**src/rtl/decoder_3x8_hold_pkg.sv**
```systemverilog
// Shared widths, FSM state type and the one-hot helper for the 3-to-8 hold decoder.
package decoder_pkg;

  localparam int DEC_W = 3;
  localparam int DEC_N = 8;

  typedef enum logic {
    DEC_IDLE  = 1'b0,
    DEC_DRIVE = 1'b1
  } dec_state_t;

  function automatic logic [DEC_N-1:0] dec_onehot(input logic [DEC_W-1:0] c);
    dec_onehot    = '0;
    dec_onehot[c] = 1'b1;
  endfunction

endpackage

```
**src/rtl/decoder_3x8_hold_hold_counter.sv**
```systemverilog
// Loadable down-counter that times how long the decoder holds its output line.
module hold_counter #(
  parameter int HOLD_W = 4
) (
  input  logic              clk,
  input  logic              rst_n,
  input  logic              load,
  input  logic [HOLD_W-1:0] load_val,
  output logic [HOLD_W-1:0] cnt,
  output logic              last
);

  logic [HOLD_W-1:0] r_cnt;
  logic [HOLD_W-1:0] w_load_val;

  // A requested hold of zero still has to show the line for one cycle.
  assign w_load_val = (load_val == '0) ? HOLD_W'(1) : load_val;

  always_ff @(posedge clk or negedge rst_n) begin
    if (!rst_n) begin
      r_cnt <= '0;
    end else if (load) begin
      r_cnt <= w_load_val;
    end else if (r_cnt != '0) begin
      r_cnt <= r_cnt - HOLD_W'(1);
    end
  end

  assign cnt  = r_cnt;
  assign last = (r_cnt == HOLD_W'(1));

endmodule

```
**src/rtl/decoder_3x8_hold.sv**
```systemverilog
// Registered 3-to-8 one-hot decoder that holds each line for a programmable time.
// Optional saturating accept counter enabled by DECODER_ACC_CNT_EN.
module decoder_3x8_hold
  import decoder_pkg::*;
#(
  parameter int HOLD_W = 4
) (
  input  logic              clk,
  input  logic              rst_n,
  input  logic              in_valid,
  output logic              in_ready,
  input  logic [DEC_W-1:0]  code,
  input  logic [HOLD_W-1:0] hold_len,
  output logic [DEC_N-1:0]  y,
  output logic              y_valid,
  output logic              busy,
`ifdef DECODER_ACC_CNT_EN
  output logic [7:0]        acc_cnt,
`endif
  output dec_state_t        dbg_state
);

  // Handshake: a transfer happens on a rising edge with in_valid && in_ready;
  // code/hold_len are sampled only then, and in_ready depends on registered
  // state alone (never on in_valid).

  dec_state_t        r_state;
  logic [DEC_N-1:0]  r_y;
  logic              r_y_valid;
  logic              r_busy;
  logic              w_xfer;
  logic              w_last;
  logic [HOLD_W-1:0] w_cnt;

  assign in_ready = (r_state == DEC_IDLE) || w_last;
  assign w_xfer   = in_valid && in_ready;

  hold_counter #(
    .HOLD_W (HOLD_W)
  ) u_hold_counter (
    .clk      (clk),
    .rst_n    (rst_n),
    .load     (w_xfer),
    .load_val (hold_len),
    .cnt      (w_cnt),
    .last     (w_last)
  );

  always_ff @(posedge clk or negedge rst_n) begin
    if (!rst_n) begin
      r_state   <= DEC_IDLE;
      r_y       <= '0;
      r_y_valid <= 1'b0;
      r_busy    <= 1'b0;
    end else begin
      case (r_state)
        DEC_IDLE: begin
          if (w_xfer) begin
            r_y       <= dec_onehot(code);
            r_y_valid <= 1'b1;
            r_busy    <= 1'b1;
            r_state   <= DEC_DRIVE;
          end
        end
        DEC_DRIVE: begin
          if (w_last) begin
            // Reloading on the last cycle chains codes with no zero gap.
            if (w_xfer) begin
              r_y       <= dec_onehot(code);
              r_y_valid <= 1'b1;
            end else begin
              r_y       <= '0;
              r_y_valid <= 1'b0;
              r_busy    <= 1'b0;
              r_state   <= DEC_IDLE;
            end
          end
        end
        default: begin
          r_state   <= DEC_IDLE;
          r_y       <= '0;
          r_y_valid <= 1'b0;
          r_busy    <= 1'b0;
        end
      endcase
    end
  end

  assign y         = r_y;
  assign y_valid   = r_y_valid;
  assign busy      = r_busy;
  assign dbg_state = r_state;

`ifdef DECODER_ACC_CNT_EN
  logic [7:0] r_acc_cnt;

  always_ff @(posedge clk or negedge rst_n) begin
    if (!rst_n) begin
      r_acc_cnt <= 8'h00;
    end else if (w_xfer && (r_acc_cnt != 8'hFF)) begin
      r_acc_cnt <= r_acc_cnt + 8'h01;
    end
  end

  assign acc_cnt = r_acc_cnt;
`else
  // The counter value is unused here; keep the hold count observable to lint.
  logic w_cnt_unused;
  assign w_cnt_unused = ^w_cnt;
`endif

endmodule
```
**config.mk**
```make
export PLATFORM = sky130hd
export DESIGN_NAME = decoder_3x8_hold
export DESIGN_NICKNAME = d
export VERILOG_FILES = /design/src/rtl/decoder_3x8_hold_pkg.sv /design/src/rtl/decoder_3x8_hold_hold_counter.sv /design/src/rtl/decoder_3x8_hold.sv
export SDC_FILE = /design/constraint.sdc
export NUM_CORES = 1
export LEC_CHECK = 0
export ABC_AREA = 1
export CORE_MARGIN = 3
export CORE_UTILIZATION = 40
export CTS_CLUSTER_DIAMETER = 150
export DETAILED_ROUTE_END_ITERATION = 7
export HOLD_SLACK_MARGIN = 0.06
export PLACE_DENSITY = 0.68
export SLEW_MARGIN = 5
export SYNTH_ARGS = -nofsm -noshare
export SYNTH_HDL_FRONTEND = slang
export SYNTH_SLANG_ARGS = --single-unit
```
**constraint.sdc**
```tcl
create_clock -name clk -period 1.8 [get_ports clk]
set_input_delay 0.45 -clock clk [delete_from_list [all_inputs] [get_ports clk]]
set_output_delay 0.45 -clock clk [all_outputs]
set_load 0.1 [all_outputs]
```
==> qor.csv <==
stage;metric;value;unit
clock_network;tritoncts;built;
sta;timing.fmax;0.572;GHz
sta;timing_worst_slew_pin_value;0.397;ns
place;gpl.final_weighted_congestion;0.765;
worst_setup_path;worst_ep_required;1.35;ns
sta;maxSlewHeadroom;0.735;
drt;drt-initial-drc-count;20;
worst_setup_path;worst-endpoint-arrival;1.30;ns
drt;avgViaCountPerCell;5.02;
die;num_io_pins;22;
die;row_count;15;
yosys;synthesis.instances;103;
sta;timing.final.max_slew_violations;0;
grt;overall_global_routing_resource_usage;0.162;
yosys;postSynthRegisterBits;15;
yosys;synth_seq_area_share;0.450;
layout;layout.cell_area.non_filler;0.00126;mm^2
worst_setup_path;worstSetupPathType;flip-flop to output pin;
drt;antenna_violating_nets_post_route;0;
layout;layout.filler_cells;150;
yosys;synth_edf_count;0;
yosys;ys_top_cells_by_count;nand2_1 (24), dfrtp_1 (15), nor2_1 (14);
yosys;ys.flop_type;dfrtp_1;
layout;sequential_cell_area;377;um^2
clock_network;cts-hold-fix-buffers;0;
die;design.die.area;0.00267;mm^2
drt;first_pass_iters;4;
yosys;synth_largest_type_area_fraction;0.450;
yosys;syn-cell-area;833;um^2
place;dpl_cell_area;0.00120;mm^2
sta;finalSetupViolations;0;
drt;total_vias_in_the_final_route;783;
drt;wl_per_cell;12.4;um
yosys;yosys_warnings;0;
drt;drcViolationCount;0;
yosys;cell_with_the_most_instances_after_synthesis;nand2_1;
die;floorplan.die.height;51.6;um
yosys;postSynth.asyncResetShare;1.00;
worst_setup_path;critPathLaunchType;flip-flop;
grt;grt_pass1_vias;734;
clock_network;cts_buffer_depth;2;
yosys;synth_area_leader_cell;dfrtp_1;
worst_setup_path;critical_path_peak_fanout;3;
place;detailedPlacementHpwl;1.48;mm
sta;timing_hold_violations_final;0;
flow_run;count_of_max_cap_constraint_violations;0;
grt;grt_pass1_wl;3.26;mm
clock_network;clock_root_buffer_master;clkbuf_4;
layout;multi_input_area;404;um^2
worst_setup_path;kind_of_end_point_of_the_critical_path;output pin;
yosys;synth.lib_cells_used.distinct;18;
worst_setup_path;worst_r2r_startpoint;u_hold_counter.cnt[1]$_DFFE_PN0P_;
place;post_placement_cell_count;150;
layout;layoutNonFillerInstCount;156;
grt;antenna_found_initial;0;
layout;nets;146;
sta;period_share;0.972;
layout;layout-drive-gt1-share;0.221;
worst_setup_path;worstSetupStartpoint;u_hold_counter.cnt[1]$_DFFE_PN0P_;
grt;grt-ovfl-total;0;
die;initial_core_utilization;0.453;
die;core_region_area;0.00184;mm^2
clock_network;cts_max_level;1;
die;die_width;51.6;um
clock_network;clkSlewWorstSetupHoldPaths;0.09;ns
outcome;result_of_the_run;finished clean;
sta;tns;0;ns
drt;routed_wl;1.93;mm
min_path;hold_path.class;primary input to async pin;
layout;n_antenna_cell;0;
place;port_buffers;21;
clock_network;clkLatencyLatePin;0.28;ns
clock_network;cts_inserted_buffers;3;
clock_network;cts_num_sinks;15;
sta;holdWs;0.458;ns
yosys;mapped_avg_cell_area;8.09;um^2
layout;syn2layout_area_growth;51.1;%
yosys;syn_nets;117;
sta;skew;0.00398;ns
yosys;netlist_top_cells_area;dfrtp_1 (45%), nand2_1 (11%), nand3_1 (7.2%), nor2_1 (6.3%), ha_1 (6.0%);
grt;largest_net_degree_at_the_start_of_global_routing;15;
sta;final.min_clock_period;1.75;ns
==> logic make-up after synthesis <==
group / Yosys count / synth area share
and+or+nand+nor: 64 / 0.366
buffers and inverters: 15 / 0.0856
DFF: 15 / 0.450
AOI/OAI and AO/OA: 4 / 0.0270
adders and majority gates: 4 / 0.0601
xor gates and xnor gates: 1 / 0.0105
==> final cells by class <==
class,instances,area share
Clock buffer,4,0.0209
Sequential cell,15,0.299
Inverter,12,0.0358
Tap cell,25,0.0249
Timing Repair Buffer,27,0.298
Multi-Input combinational cell,73,0.321
==> flip-flops by register name, indices dropped and copies added (netlist names) <==
signal,count
y,8
u_hold_counter.cnt,4
busy,1
dbg_state,1
y_valid,1
==> through the flow <==
stage | util | setup WS, ns
global placement | 0.652 | 0.137
detailed placement | 0.652 | 0.0960
global route | 0.684 | -0.00114
finish | 0.684 | 0.0511
CTS | 0.675 | 0.0296
floorplan | - | 0.116
==> timing repair <==
action / CTS / global route
endpoints found under the setup margin: 1 / 2
pin swaps: 1 / 1
setup buffers: 1 / 1
hold endpoints to repair: 0 / 0
gates resized for setup: 3 / 2
gates cloned: 0 / 0
==> cell usage in the layout, fill, tap and decap left out <==
master / count
a21o_1: 1
a21oi_1: 1
buf_12: 12
buf_4: 6
clkbuf_1: 1
clkbuf_4: 3
clkdlybuf4s50_1: 9
dfrtp_1: 14
dfrtp_2: 1
ha_1: 3
ha_4: 1
inv_1: 11
inv_2: 1
nand2_1: 24
nand2_2: 1
nand2_4: 2
nand3_1: 12
nand3_2: 1
nand3b_1: 1
nand4_1: 8
nor2_1: 14
nor2_4: 1
o21ai_0: 1
o21ai_1: 1
xor2_1: 1
==> critical path, cell delays in order, from the launching register on <==
cell and delay, ns:
dfrtp_1 0.42, inv_2 0.11, ha_4 0.14, nand2_2 0.08, nand2_4 0.10, buf_12 0.17
==> final timing paths <==
path                                          to  slack [ns]  depth (start not counted)
worst max-delay path                    in_ready        0.05                          5
worst min register to register  y[7]$_DFFE_PN0P_        0.57                          2
worst max register to register  busy$_DFFE_PN0P_        0.12                          9
max in group asynchronous       y[6]$_DFFE_PN0P_        0.88                          2
worst min-delay path            busy$_DFFE_PN0P_        0.46                          1
min in group clk                y[7]$_DFFE_PN0P_        0.57                          2
==> routing by layer <==
layer	up-vias	GRT usage	part of all wire
li1	391	-	-
met1	358	0.216	0.45
met2	32	0.273	0.48
met3	2	0.0258	0.068
met4	0	0.0393	0.0052
met5	-	0	0
Power is not shown: default switching activity piles up to over one toggle a cycle in this logic, so the estimate is an artifact.
